<file path="config.mk">
export PLATFORM = sky130hd
export DESIGN_NAME = seg7_display_arbiter
export DESIGN_NICKNAME = d
export VERILOG_FILES = /design/src/rtl/seg7_disp_pkg.sv /design/src/rtl/seg7_rr_pick.sv /design/src/rtl/seg7_display_arbiter.sv
export SDC_FILE = /design/constraint.sdc
export NUM_CORES = 1
export LEC_CHECK = 0
export CAP_MARGIN = 0
export CORE_MARGIN = 2
export CORE_UTILIZATION = 45
export CTS_CLUSTER_SIZE = 25
export DETAILED_ROUTE_END_ITERATION = 10
export PLACE_DENSITY = 0.75
export SYNTH_ARGS = -nofsm -noshare
export SYNTH_HDL_FRONTEND = slang
export SYNTH_HIERARCHICAL = 1
export SYNTH_SLANG_ARGS = --single-unit
</file>
<file path="constraint.sdc">
create_clock -name clk -period 4.7 [get_ports clk]
set_input_delay 0.94 -clock clk [delete_from_list [all_inputs] [get_ports clk]]
set_output_delay 0.94 -clock clk [all_outputs]
set_load 0.03 [all_outputs]
</file>
<file path="src/rtl/seg7_disp_pkg.sv">
// Shared types and constants for the 7-segment display arbiter.
package seg7_disp_pkg;

  typedef enum logic [1:0] {
    IDLE  = 2'd0,
    SHOW  = 2'd1,
    ALERT = 2'd2
  } state_t;

  localparam int DISP_W = 16;
  localparam logic [DISP_W-1:0] DISP_IDLE_VALUE = 16'h0000;

  // Successor of idx in round-robin order over n slots.
  function automatic int rr_next(input int idx, input int n);
    return (idx + 1 >= n) ? 0 : idx + 1;
  endfunction

endpackage

</file>
<file path="src/rtl/seg7_rr_pick.sv">
// Combinational round-robin picker: first requester at or after ptr,
// optionally skipping the slot just before ptr (the one currently shown).
module seg7_rr_pick
  import seg7_disp_pkg::*;
#(
  parameter int NUM_REQ = 4
) (
  input  logic [NUM_REQ-1:0]         req,
  input  logic [$clog2(NUM_REQ)-1:0] ptr,
  input  logic                       excl_cur,
  output logic [NUM_REQ-1:0]         pick,
  output logic                       any_valid
);

  always_comb begin
    int idx;
    int excl_idx;
    pick      = '0;
    any_valid = 1'b0;
    idx       = int'(ptr);
    excl_idx  = (idx == 0) ? NUM_REQ - 1 : idx - 1;
    for (int off = 0; off < NUM_REQ; off++) begin
      if (!any_valid && req[idx] && !(excl_cur && idx == excl_idx)) begin
        pick[idx] = 1'b1;
        any_valid = 1'b1;
      end
      idx = rr_next(idx, NUM_REQ);
    end
  end

endmodule

</file>
<file path="src/rtl/seg7_display_arbiter.sv">
// Round-robin sharing of one 4-digit display among NUM_REQ sources with alert preemption.
// Optional alert blinking is built when SEG7_ARB_ALERT_BLINK_EN is defined.
//
// state | meaning
// IDLE  | nothing requested, display shows DISP_IDLE_VALUE
// SHOW  | one source granted, dwell counter running
// ALERT | alert_data shown, granted source saved for return
module seg7_display_arbiter
  import seg7_disp_pkg::*;
#(
  parameter int NUM_REQ      = 4,
  parameter int DWELL_CYCLES = 50_000_000,
  parameter int BLINK_CYCLES = 12_500_000
) (
  input  logic                       clk,
  input  logic                       rst,
  input  logic [NUM_REQ-1:0]         req,
  input  logic [DISP_W*NUM_REQ-1:0]  req_data,
  input  logic                       alert,
  input  logic [DISP_W-1:0]          alert_data,
  output logic [DISP_W-1:0]          disp_bits,
  output logic                       disp_blank,
  output logic [NUM_REQ-1:0]         grant,
  output logic                       alert_active,
  output logic                       switch_pulse
);

  localparam int PW = $clog2(NUM_REQ);
  localparam int CW = $clog2(DWELL_CYCLES);

  if (NUM_REQ < 2 || NUM_REQ > 8 || DWELL_CYCLES < 2 || BLINK_CYCLES < 1) begin : g_bad_params
    $error("seg7_display_arbiter: parameter out of range");
  end

  state_t              state_q, state_d;
  logic [PW-1:0]       ptr_q, ptr_d;
  logic [CW-1:0]       cnt_q, cnt_d;
  logic [NUM_REQ-1:0]  saved_q, saved_d;
  logic [NUM_REQ-1:0]  grant_d;
  logic [DISP_W-1:0]   disp_d;
  logic                pulse_d, alert_act_d;
  logic [NUM_REQ-1:0]  pick;
  logic                any_valid;
  logic                cur_req, saved_req, dwell_done;

  assign cur_req    = |(req & grant);
  assign saved_req  = |(req & saved_q);
  assign dwell_done = (cnt_q == CW'(DWELL_CYCLES - 1));

  // Only in SHOW is the slot before ptr the live grant that rotation must skip.
  seg7_rr_pick #(.NUM_REQ(NUM_REQ)) u_pick (
    .req       (req),
    .ptr       (ptr_q),
    .excl_cur  (state_q == SHOW),
    .pick      (pick),
    .any_valid (any_valid)
  );

  always_ff @(posedge clk) begin
    if (rst) begin
      state_q      <= IDLE;
      ptr_q        <= '0;
      cnt_q        <= '0;
      saved_q      <= '0;
      grant        <= '0;
      disp_bits    <= DISP_IDLE_VALUE;
      alert_active <= 1'b0;
      switch_pulse <= 1'b0;
    end else begin
      state_q      <= state_d;
      ptr_q        <= ptr_d;
      cnt_q        <= cnt_d;
      saved_q      <= saved_d;
      grant        <= grant_d;
      disp_bits    <= disp_d;
      alert_active <= alert_act_d;
      switch_pulse <= pulse_d;
    end
  end

  always_comb begin
    state_d = state_q;
    if (alert) begin
      state_d = ALERT;
    end else begin
      case (state_q)
        IDLE:    if (any_valid) state_d = SHOW;
        SHOW:    if (!cur_req && !any_valid) state_d = IDLE;
        ALERT:   state_d = (saved_req || any_valid) ? SHOW : IDLE;
        default: state_d = IDLE;
      endcase
    end
  end

  always_comb begin
    int gidx;
    grant_d     = grant;
    saved_d     = saved_q;
    ptr_d       = ptr_q;
    cnt_d       = cnt_q;
    pulse_d     = 1'b0;
    alert_act_d = 1'b0;
    disp_d      = DISP_IDLE_VALUE;
    gidx        = 0;
    if (state_d == ALERT) begin
      grant_d     = '0;
      cnt_d       = '0;
      alert_act_d = 1'b1;
      disp_d      = alert_data;
      if (state_q != ALERT) begin
        saved_d = grant;
        pulse_d = 1'b1;
      end
    end else begin
      case (state_q)
        IDLE: begin
          if (any_valid) begin
            grant_d = pick;
            pulse_d = 1'b1;
            cnt_d   = '0;
          end
        end
        SHOW: begin
          // A dropped grant switches immediately; otherwise rotate only at dwell end.
          if (!cur_req || dwell_done) begin
            cnt_d = '0;
            if (any_valid) begin
              grant_d = pick;
              pulse_d = 1'b1;
            end else if (!cur_req) begin
              grant_d = '0;
            end
          end else begin
            cnt_d = cnt_q + CW'(1);
          end
        end
        ALERT: begin
          cnt_d   = '0;
          saved_d = '0;
          if (saved_req) begin
            grant_d = saved_q;
            pulse_d = 1'b1;
          end else if (any_valid) begin
            grant_d = pick;
            pulse_d = 1'b1;
          end else begin
            grant_d = '0;
          end
        end
        default: grant_d = '0;
      endcase
      for (int i = 0; i < NUM_REQ; i++) begin
        if (grant_d[i]) gidx = i;
      end
      if (state_d == SHOW) disp_d = req_data[DISP_W*gidx +: DISP_W];
      if (pulse_d) ptr_d = PW'(rr_next(gidx, NUM_REQ));
    end
  end

`ifdef SEG7_ARB_ALERT_BLINK_EN
  localparam int BW = (BLINK_CYCLES > 1) ? $clog2(BLINK_CYCLES) : 1;

  logic [BW-1:0] blink_cnt_q;
  logic          blank_q;

  always_ff @(posedge clk) begin
    if (rst) begin
      blink_cnt_q <= '0;
      blank_q     <= 1'b0;
    end else if (state_d == ALERT && state_q == ALERT) begin
      if (blink_cnt_q == BW'(BLINK_CYCLES - 1)) begin
        blink_cnt_q <= '0;
        blank_q     <= ~blank_q;
      end else begin
        blink_cnt_q <= blink_cnt_q + BW'(1);
      end
    end else begin
      blink_cnt_q <= '0;
      blank_q     <= 1'b0;
    end
  end

  assign disp_blank = blank_q;
`else
  assign disp_blank = 1'b0;
`endif

endmodule

</file>
==> results of run 1 <==
==> through the flow <==
step / cells / utilization / hold slack, ns / total power [uW]
floorplan: 521 / - / 0.457 / 2080
global placement: 708 / 0.589 / 0.484 / 2500
detailed placement: 708 / 0.589 / 0.499 / 2530
CTS: 715 / 0.600 / 0.514 / 2830
global route: 715 / 0.600 / 0.524 / 3030
finish: 715 / 0.600 / 0.510 / 2840
==> state kept, by name, indices dropped and copies added (netlist names) <==
name and flops:
saved_q 4, state_q 2, switch_pulse 1, ptr_q 2
alert_active 1, grant 4, disp_bits 16, cnt_q 26
==> worst max-delay path, stage by stage <==
cell,delay [ns]
clkdlybuf4s50_1,0.61
mux2_2,0.36
a32oi_1,0.38
nor2b_1,0.11
mux2i_1,0.18
a21oi_1,0.12
a21bo_2,0.23
o311ai_0,0.27
o311a_1,0.24
a2bb2oi_2,0.17
nand2b_1,0.40
o221ai_1,0.34
o21ai_1,0.10
==> worst min path at each step <==
stage	startpoint	end	cells after the start	slack, ns
finish	cnt_q[25]$_SDFFE_PP0P_	cnt_q[25]$_SDFFE_PP0P_	2	0.51
global placement	cnt_q[25]$_SDFFE_PP0P_	cnt_q[25]$_SDFFE_PP0P_	2	0.48
global route	cnt_q[25]$_SDFFE_PP0P_	cnt_q[25]$_SDFFE_PP0P_	2	0.52
detailed placement	cnt_q[25]$_SDFFE_PP0P_	cnt_q[25]$_SDFFE_PP0P_	2	0.50
CTS	cnt_q[25]$_SDFFE_PP0P_	cnt_q[25]$_SDFFE_PP0P_	2	0.51
floorplan	cnt_q[25]$_SDFFE_PP0P_	cnt_q[25]$_SDFFE_PP0P_	2	0.46
==> cell families (layout without fill, tap and decap cells) <==
| family | after synthesis | after routing | synth area share |
|---|---|---|---|
| AND/OR/NAND/NOR | 226 | 226 | 0.283 |
| AO/OA/AOI/OAI | 168 | 168 | 0.309 |
| flip-flops | 56 | 56 | 0.282 |
| buffers and inverters | 48 | 134 | 0.0611 |
| multiplexers | 14 | 14 | 0.0394 |
| adder cells (fa/ha/maj) | 7 | 7 | 0.0220 |
| other | 1 | 1 | 0.000944 |
| XOR/XNOR | 1 | 1 | 0.00220 |
==> report_power, final <==
group	internal (uW)	switching, uW
Clock	118	168
Sequential	551	39.9
Combinational	797	1160
==> cells in the mapped netlist (5+ instances only) <==
cell      number  area share
and3_1        18       0.028
nor2_1        41       0.039
a21o_1         5      0.0094
nand3_1       30       0.038
dfxtp_1       56        0.28
buf_6          7       0.020
nand2_1       71       0.067
a311oi_1      10       0.022
mux2i_1       10       0.025
o2111a_1      16       0.045
nand2b_1       7       0.011
o221ai_1      16       0.035
a21oi_1       42       0.053
nor3_1        10       0.013
o21ai_0       13       0.016
nor2b_1        8       0.013
or2_2          5      0.0079
nand3b_1       5      0.0094
a211oi_1       6       0.011
o21ai_1       17       0.021
inv_1          7      0.0066
a22oi_1        5      0.0094
ha_1           7       0.022
and2_1         5      0.0079
nand4_1        6      0.0094
clkbuf_1      30       0.028
nor4_1         6      0.0094
==> cell type report <==
type                       count  area (um^2)
clock buffer                   6         82.6
clock inverter                 1         8.76
fill                         822         3460
inverter                       7         26.3
multi-input combinational    417         2640
sequential                    56         1120
tap                          108          135
timing repair buffer         120         1170
==> per-layer routing <==
layer  global-route usage  vias to the layer above  wire (um)
li1                     -                     2139          -
met1                0.310                     2108       5030
met2                0.408                      203       5980
met3               0.0501                       35        880
met4                0.103                        0        367
met5                    0                        -          0
==> out/results.tsv, run 1 <==
stage	metric	value	unit
worst_setup_path	setup.worst_path.end	disp_bits[15]$_SDFF_PP0_	
place	dp_slack	0.156	ns
logic_synthesis	synthArstFlopShare	0	
final_layout	nNetsFinal	701	
worst_setup_path	crit_arrival	4.46	ns
power_and_ir_drop	p_leak	0.00177	uW
route	num_vias	4485	
clock_network	cts_tree	done	
clock_network	clk_latency	0.32	ns
route	wl_per_cell	17.1	um
final_layout	drive_gt1_frac	0.0659	
route	drtPass1Iterations	5	
worst_hold_path	hold_class	reg -> reg	
global_route	antenna_found_initial	0	
clock_network	clkSlewWorstSetupHoldPaths	0.11	ns
worst_setup_path	end_kind	register	
timing	fin_tns_setup	0	ns
global_route	first_global_vias	4215	
die	core-area	0.00864	mm^2
route	vias_per_cell	6.27	
final_layout	fin_area	0.00518	mm^2
clock_network	cts.sinks	56	
worst_setup_path	r2r_end	disp_bits[15]$_SDFF_PP0_	
timing	max_freq	235	MHz
logic_synthesis	yosysSeqAreaShare	0.282	
timing	tightest_slew	0.780	ns
logic_synthesis	synth-seq-cells	56	
timing	setup_viol	0	
route	initialDrtViolationCount	266	
place	placed_cell_area	0.00509	mm^2
timing	maxSlewViolCount	0	
route	antenna_left	0	
clock_network	post_cts_resized	0	
die	die-area	0.00960	mm^2
job	maxCapViolCount	0	
logic_synthesis	synth_flop_cell	dfxtp_1	
route	drc	0	
global_route	grt_use_total	0.246	
clock_network	hold_buffers	0	
timing	hold_viol_final	0	
die	io_pins	110	
global_route	grt_max_degree	34	
clock_network	cts_buffer_depth	2	
logic_synthesis	yosysWarningCount	6	
power_and_ir_drop	pwr_density_cell	548	mW/mm^2
final_layout	syn2layout_area_growth	30.4	%
logic_synthesis	synth_nets	615	
place	io_buffers	108	
clock_network	cts_setup_buffers	0	
timing	period_needed	4.26	ns
die	initial_core_util	0.460	
timing	fin_skew	0.0140	ns
die	floorplan.rows	34	
worst_setup_path	r2r_slack	0.68	ns
worst_setup_path	startpoint	req[0]	
clock_network	cts_root_buf	clkbuf_8	
worst_setup_path	cp-start-kind	input port	
global_route	grt.overflow.total	0	
die	die_y	98.0	um
worst_setup_path	path_max_fanout	16	
logic_synthesis	ys_types	63	
place	dp_hpwl	8.84	mm
timing	slew-limit-headroom	0.478	
timing	rsz0062_at_grt	no	
worst_setup_path	r2r_start	ptr_q[0]$_SDFFE_PP0P_	
final_layout	n_antenna_cell	0	
worst_setup_path	crit_type	in -> reg	
logic_synthesis	synth_enable_flop_cells	0	
final_layout	final_cell_mix	clkdlybuf4s50_1, nand2_1, dfxtp_1, a21oi_1, nor2_1	
place	gp_congestion	0.942	
logic_synthesis	synth.avg_cell_area	7.63	um^2
worst_setup_path	cp.required	4.90	ns
worst_setup_path	rr_worst_depth	14	
power_and_ir_drop	power.ir.vdd_worst	344	uV
outcome	run_status	finished clean	
timing	fin_crit_sh	0.907	
logic_synthesis	synth_cells	521	
logic_synthesis	syn_area	0.00397	mm^2
clock_network	h-tree-depth	2	
final_layout	layout_commonest_cell	clkdlybuf4s50_1	
clock_network	cts_made_buffers	5	
route	wirelength	12.3	mm
timing	finalWorstSetupSlack	0.438	ns
die	fp.dieW	98.0	um
global_route	grt_pass1_wl	19.9	mm
No activity file was read; power rests on OpenSTA's default activity.
==> run 2, diff against run 1 <==
- CORE_UTILIZATION: 45 -> 44
- PLACE_DENSITY: 0.75 -> 0.76
- clock period: 4.7 -> 3.65 ns (I/O delays scaled with it)
==> run 2 against run 1 <==
Effect of this change: clock skew is 0.0055 ns lower; setup slack worse by 0.31 ns; largest power group unchanged; critical path depth is 1 higher; register-to-register slack worse by 0.51 ns; hold slack better by 0.0054 ns; design area is 6.7% higher; die area is 2.2% higher; first-iteration DRC count is 20% higher; count of clock-buffer cells in the layout stayed put; largest cell class unchanged.
==> out/results.tsv, run 2 (synthesis results as in run 1) <==
stage	metric	value	unit	change
power_and_ir_drop	p_sw_frac	0.466		was 0.483
power_and_ir_drop	p_seq_frac	0.182		was 0.208
timing	fin_skew	0.00842	ns	was 0.0140 ns
route	drtPass1Iterations	5		unchanged
power_and_ir_drop	p_comb_frac	0.732		was 0.691
power_and_ir_drop	p_int	2230	uW	was 1470 uW
worst_hold_path	hold_class	reg -> reg		unchanged
worst_setup_path	r2r_end	disp_bits[2]$_SDFF_PP0_		was disp_bits[15]$_SDFF_PP0_
worst_setup_path	cp.required	3.86	ns	was 4.90 ns
timing	hold_viol_final	0		unchanged
clock_network	cts_buffer_depth	2		unchanged
die	core-area	0.00872	mm^2	was 0.00864 mm^2
final_layout	utilization	0.634		was 0.600
clock_network	cts_made_buffers	5		unchanged
die	initial_core_util	0.456		was 0.460
clock_network	hold_buffers	0		unchanged
final_layout	largest_register_ffs	26		unchanged
place	dp_slack	-0.206	ns	was 0.156 ns
power_and_ir_drop	p_leak	0.00192	uW	was 0.00177 uW
worst_setup_path	path_max_fanout	6		was 16
worst_setup_path	crit_type	in -> reg		unchanged
clock_network	cts.sinks	56		unchanged
power_and_ir_drop	power.ir.vdd_worst	432	uV	was 344 uV
final_layout	final_cells	743		was 715
route	vias_per_cell	6.14		was 6.27
die	io_pins	110		unchanged
global_route	antenna_found_initial	0		unchanged
place	gp_congestion	0.906		was 0.942
global_route	grt_max_degree	33		was 34
clock_network	clk_latency	0.32	ns	about the same
timing	max_freq	284	MHz	
timing	slew-limit-headroom	0.544		was 0.478
timing	period_needed	3.52	ns	
die	die-area	0.00981	mm^2	was 0.00960 mm^2
timing	finalWorstSetupSlack	0.127	ns	was 0.438 ns
place	dp_hpwl	9.23	mm	was 8.84 mm
worst_setup_path	cp-start-kind	input port		unchanged
timing	tightest_slew	0.677	ns	was 0.780 ns
clock_network	clkSlewWorstSetupHoldPaths	0.11	ns	about the same
global_route	grt_use_total	0.249		was 0.246
clock_network	h-tree-depth	2		unchanged
job	maxCapViolCount	0		unchanged
global_route	grt_pass1_wl	20.5	mm	was 19.9 mm
die	die_y	99.0	um	was 98.0 um
final_layout	n_antenna_cell	0		unchanged
final_layout	syn2layout_area_growth	39.1	%	was 30.4%
place	dp_cells	734		was 708
worst_setup_path	setup.worst_path.end	disp_bits[2]$_SDFF_PP0_		was disp_bits[15]$_SDFF_PP0_
outcome	run_status	finished clean		unchanged
final_layout	reg_top3	cnt_q: 26 flops, disp_bits: 16 flops		unchanged
die	fp.dieW	99.0	um	was 98.0 um
clock_network	cts_root_buf	clkbuf_8		unchanged
worst_hold_path	holdPathStages	2		unchanged
timing	maxSlewViolCount	0		unchanged
power_and_ir_drop	p_clk_frac	0.086		was 0.101
final_layout	final_cell_mix	clkdlybuf4s50_1, nand2_1, dfxtp_1, nor2_1, a21oi_1		was clkdlybuf4s50_1, nand2_1, dfxtp_1, a21oi_1, nor2_1
route	initialDrtViolationCount	318		was 266
route	antenna_left	0		unchanged
worst_setup_path	crit_arrival	3.73	ns	was 4.46 ns
route	num_vias	4559		was 4485
final_layout	nNetsFinal	728		was 701
worst_setup_path	r2r_slack	0.17	ns	was 0.68 ns
route	drc	0		unchanged
place	placed_cell_area	0.00531	mm^2	was 0.00509 mm^2
power_and_ir_drop	p_switching	1940	uW	was 1370 uW
timing	fin_crit_sh	0.965		
die	floorplan.rows	34		unchanged
power_and_ir_drop	pwr_density_cell	755	mW/mm^2	was 548 mW/mm^2
worst_setup_path	r2r_start	ptr_q[0]$_SDFFE_PP0P_		unchanged
place	io_buffers	108		unchanged
worst_setup_path	rr_worst_depth	15		was 14
final_layout	layout_commonest_cell	clkdlybuf4s50_1		unchanged
route	wl_per_cell	17.3	um	was 17.1 um
worst_setup_path	startpoint	req[3]		was req[0]
global_route	grt.overflow.total	0		unchanged
worst_setup_path	end_kind	register		unchanged
timing	setup_viol	0		unchanged
final_layout	fin_area	0.00553	mm^2	was 0.00518 mm^2
route	wirelength	12.8	mm	was 12.3 mm
final_layout	top_register	cnt_q		unchanged
clock_network	cts_tree	done		unchanged
global_route	first_global_vias	4337		was 4215
final_layout	drive_gt1_frac	0.128		was 0.0659
==> run 2: power groups by stage <==
| stage | clock, uW | combinational, uW | sequential (uW) |
|---|---|---|---|
| final | 360 | 3050 | 758 |
| after global routing | 390 | 3280 | 768 |
| after CTS | 365 | 2810 | 755 |
| after detailed placement | 0 | 2780 | 767 |
| after global placement | 0 | 2730 | 769 |
| after floorplan | 0 | 1750 | 934 |
==> run 2: critical path: stages <==
cell	delay, ns
clkdlybuf4s50_1	0.56
mux2i_1	0.11
a311o_1	0.37
o21ai_4	0.09
buf_4	0.17
mux2i_1	0.08
a31oi_1	0.33
nand4_1	0.17
a311oi_2	0.34
a211oi_2	0.10
nand2b_1	0.19
buf_4	0.18
o221ai_1	0.21
o21ai_1	0.10
==> run 2: worst min-delay path by stage <==
stage,endpoint,from
final,cnt_q[18]$_SDFFE_PP0P_,cnt_q[18]$_SDFFE_PP0P_
after global routing,cnt_q[18]$_SDFFE_PP0P_,cnt_q[18]$_SDFFE_PP0P_
after CTS,cnt_q[25]$_SDFFE_PP0P_,cnt_q[25]$_SDFFE_PP0P_
after detailed placement,cnt_q[25]$_SDFFE_PP0P_,cnt_q[25]$_SDFFE_PP0P_
after global placement,cnt_q[25]$_SDFFE_PP0P_,cnt_q[25]$_SDFFE_PP0P_
after floorplan,cnt_q[25]$_SDFFE_PP0P_,cnt_q[25]$_SDFFE_PP0P_
==> run 2: stage by stage <==
step	total power (uW)	hold WS, ns	setup TNS (ns)
after floorplan	2690	0.457	0
after global placement	3500	0.478	-1.44
after detailed placement	3550	0.491	-3.21
after CTS	3930	0.514	0
after global routing	4430	0.543	-0.0305
final	4170	0.516	0
==> run 2: routing by layer <==
layer	vias to the layer above	wire length [um]	GRT usage	share of wire
met1	2136	5550	0.318	0.43
li1	2198	-	-	-
met5	-	0	0	0
met4	0	299	0.0769	0.023
met2	198	6150	0.425	0.48
met3	27	834	0.0454	0.065
==> run 2: final cells by class <==
cell class | count | area, um^2
clock buffer | 6 | 72.6
clock inverter | 2 | 16.3
fill | 732 | 3190
inverter | 7 | 26.3
sequential | 56 | 1120
multi-input combinational | 417 | 2750
timing repair buffer | 147 | 1410
tap | 108 | 135
==> run 2: repair_timing <==
item                                    in CTS  in global routing
cloned                                       0                  0
pin swaps                                    0                  3
endpoints found under the setup margin       9                 18
gates resized for setup                      1                 20
setup buffers                                0                  1
==> run 3, diff against run 2 <==
- CORE_UTILIZATION: 44 -> 28
- PLACE_DENSITY: 0.76 -> 0.52
==> run 3 against run 2 <==
Effect of this change: design area is 2.9% higher; first-iteration DRC count is 5.3% lower; count of clock-buffer cells in the layout stayed put; die area is 55% higher; largest cell class unchanged.
==> out/results.tsv, run 3 (synthesis results as in run 1) <==
stage	metric	value	unit	change
outcome	run_status	finished clean		unchanged
power_and_ir_drop	p_seq_frac	0.176		was 0.182
power_and_ir_drop	p_int	2380	uW	was 2230 uW
route	drc	0		unchanged
die	fp.dieW	123	um	was 99.0 um
final_layout	n_antenna_cell	0		unchanged
timing	period_needed	3.53	ns	was 3.52 ns
clock_network	cts_root_buf	clkbuf_16		was clkbuf_8
place	placed_cell_area	0.00543	mm^2	was 0.00531 mm^2
route	initialDrtViolationCount	301		was 318
route	wl_per_cell	16.7	um	was 17.3 um
die	initial_core_util	0.286		was 0.456
final_layout	syn2layout_area_growth	43.1	%	was 39.1%
final_layout	final_cell_mix	clkdlybuf4s50_1, nand2_1, dfxtp_1, buf_4, nor2_1		was clkdlybuf4s50_1, nand2_1, dfxtp_1, nor2_1, a21oi_1
die	die-area	0.0152	mm^2	was 0.00981 mm^2
global_route	grt_pass1_wl	21.5	mm	was 20.5 mm
timing	max_freq	283	MHz	was 284 MHz
final_layout	layout_commonest_cell	clkdlybuf4s50_1		unchanged
clock_network	h-tree-depth	2		unchanged
worst_setup_path	path_max_fanout	12		was 6
final_layout	fin_area	0.00569	mm^2	was 0.00553 mm^2
route	drtPass1Iterations	5		unchanged
worst_hold_path	worstHoldStart	cnt_q[25]$_SDFFE_PP0P_		was cnt_q[18]$_SDFFE_PP0P_
timing	setup_viol	0		unchanged
worst_setup_path	rr_worst_depth	16		was 15
place	io_buffers	108		unchanged
final_layout	nNetsFinal	733		was 728
global_route	grt_use_total	0.176		was 0.249
route	antenna_left	0		unchanged
power_and_ir_drop	p_clk_frac	0.118		was 0.086
power_and_ir_drop	p_leak	0.00200	uW	was 0.00192 uW
worst_hold_path	hold_class	reg -> reg		unchanged
worst_setup_path	end_kind	register		unchanged
timing	fin_skew	0.00788	ns	was 0.00842 ns
worst_hold_path	holdPathStages	2		unchanged
job	maxCapViolCount	0		unchanged
power_and_ir_drop	p_switching	1950	uW	was 1940 uW
place	dp_slack	-0.289	ns	was -0.206 ns
timing	hold_viol_final	0		unchanged
worst_setup_path	r2r_end	disp_bits[14]$_SDFF_PP0_		was disp_bits[2]$_SDFF_PP0_
power_and_ir_drop	pwr_density_cell	762	mW/mm^2	was 755 mW/mm^2
final_layout	reg_top3	cnt_q: 26 flops, disp_bits: 16 flops		unchanged
clock_network	cts_made_buffers	5		unchanged
die	core-area	0.0139	mm^2	was 0.00872 mm^2
timing	maxSlewViolCount	0		unchanged
global_route	first_global_vias	4389		was 4337
timing	slew-limit-headroom	0.500		was 0.544
global_route	grt_max_degree	33		unchanged
worst_setup_path	r2r_start	ptr_q[0]$_SDFFE_PP0P_		unchanged
clock_network	hold_buffers	0		unchanged
timing	fin_crit_sh	0.967		was 0.965
route	vias_per_cell	5.44		was 6.14
worst_hold_path	hold_path_end	cnt_q[25]$_SDFFE_PP0P_		was cnt_q[18]$_SDFFE_PP0P_
place	dp_hpwl	10.0	mm	was 9.23 mm
timing	finalWorstSetupSlack	0.119	ns	was 0.127 ns
power_and_ir_drop	power.ir.vdd_worst	421	uV	was 432 uV
die	floorplan.rows	43		was 34
route	wirelength	13.7	mm	was 12.8 mm
worst_setup_path	r2r_slack	0.12	ns	was 0.17 ns
die	io_pins	110		unchanged
final_layout	largest_register_ffs	26		unchanged
worst_setup_path	cp-start-kind	register		was input port
clock_network	clkSlewWorstSetupHoldPaths	0.08	ns	was 0.11 ns
clock_network	cts.sinks	56		unchanged
die	die_y	123	um	was 99.0 um
power_and_ir_drop	p_comb_frac	0.706		was 0.732
global_route	grt.overflow.total	0		unchanged
power_and_ir_drop	p_sw_frac	0.451		was 0.466
global_route	antenna_found_initial	0		unchanged
final_layout	top_register	cnt_q		unchanged
worst_setup_path	crit_type	reg -> reg		was in -> reg
clock_network	clk_latency	0.30	ns	was 0.32 ns
final_layout	drive_gt1_frac	0.131		was 0.128
clock_network	cts_tree	done		unchanged
timing	tightest_slew	0.743	ns	was 0.677 ns
place	gp_congestion	0.809		was 0.906
worst_setup_path	crit_arrival	3.72	ns	was 3.73 ns
clock_network	cts_buffer_depth	2		unchanged
route	num_vias	4462		was 4559
worst_setup_path	cp.required	3.84	ns	was 3.86 ns
run 3: cell types whose count changed in the layout (fill, tap and decap cells not counted), sizes merged:
| cell | previous run | this run |
|---|---|---|
| buf | 39 | 44 |
| clkdlybuf4s50 | 108 | 105 |
| clkinv | 1 | 2 |
| clkinvlp | 1 | 0 |
| dlymetal6s2s | 0 | 3 |
run 3: layer usage:
| metal | global-route usage | wire, um |
|---|---|---|
| met1 | 0.232 | 6100 |
| met2 | 0.291 | 6560 |
| met3 | 0.0337 | 841 |
| met4 | 0.0526 | 231 |
| met5 | 0 | 0 |
run 3: critical path: stages, from the launching register on:
cell      delay [ns]
dfxtp_1         0.31
buf_4           0.18
ha_1            0.22
buf_4           0.17
or2_2           0.35
a32oi_2         0.29
buf_4           0.17
a211oi_1        0.05
a31oi_1         0.24
a21oi_2         0.14
and2_1          0.18
and3_1          0.23
o31a_1          0.29
buf_4           0.20
a21oi_1         0.16
o2111a_1        0.18
o21ai_1         0.06
run 3: stage by stage:
step	util	setup TNS (ns)	hold slack [ns]	std cells	power (uW)
final	0.410	0	0.514	820	4330
after global routing	0.410	-0.222	0.527	820	4640
after CTS	0.402	0	0.511	819	4170
after detailed placement	0.391	-4.15	0.498	811	3630
after global placement	0.391	-3.93	0.471	811	3620
after floorplan	-	0	0.457	521	2690
run 3: power groups by stage:
stage,sequential (uW),combinational [uW],clock (uW)
CTS,761,2880,529
floorplan,934,1750,0
global route,771,3320,552
global placement,777,2840,0
finish,762,3060,511
detailed placement,774,2860,0
run 3: timing repair:
action	in CTS	in global routing
gates resized for setup	1	18
pin swaps	0	2
setup endpoints to repair	1	18
buffers inserted	0	1
hold endpoints to repair	0	0
run 3: area by class of cell:
class | count | area, um^2
timing repair buffer | 152 | 1440
clock inverter | 2 | 10.0
inverter | 7 | 26.3
multi-input combinational | 417 | 2730
tap | 180 | 225
fill | 1434 | 8200
sequential | 56 | 1120
clock buffer | 6 | 139
run 3: worst max path at each step:
stage | from | endpoint | slack [ns] | cells after the start
5_1_grt | ptr_q[0]$_SDFFE_PP0P_ | disp_bits[14]$_SDFF_PP0_ | -0.04 | 16
4_1_cts | req[1] | disp_bits[9]$_SDFF_PP0_ | 0.006 | 14
3_3_place_gp | req[3] | disp_bits[9]$_SDFF_PP0_ | -0.25 | 14
6_report | ptr_q[0]$_SDFFE_PP0P_ | disp_bits[14]$_SDFF_PP0_ | 0.12 | 16
2_1_floorplan | ptr_q[0]$_SDFFE_PP0P_ | disp_bits[10]$_SDFF_PP0_ | 0.008 | 19
3_5_place_dp | req[1] | disp_bits[9]$_SDFF_PP0_ | -0.29 | 14
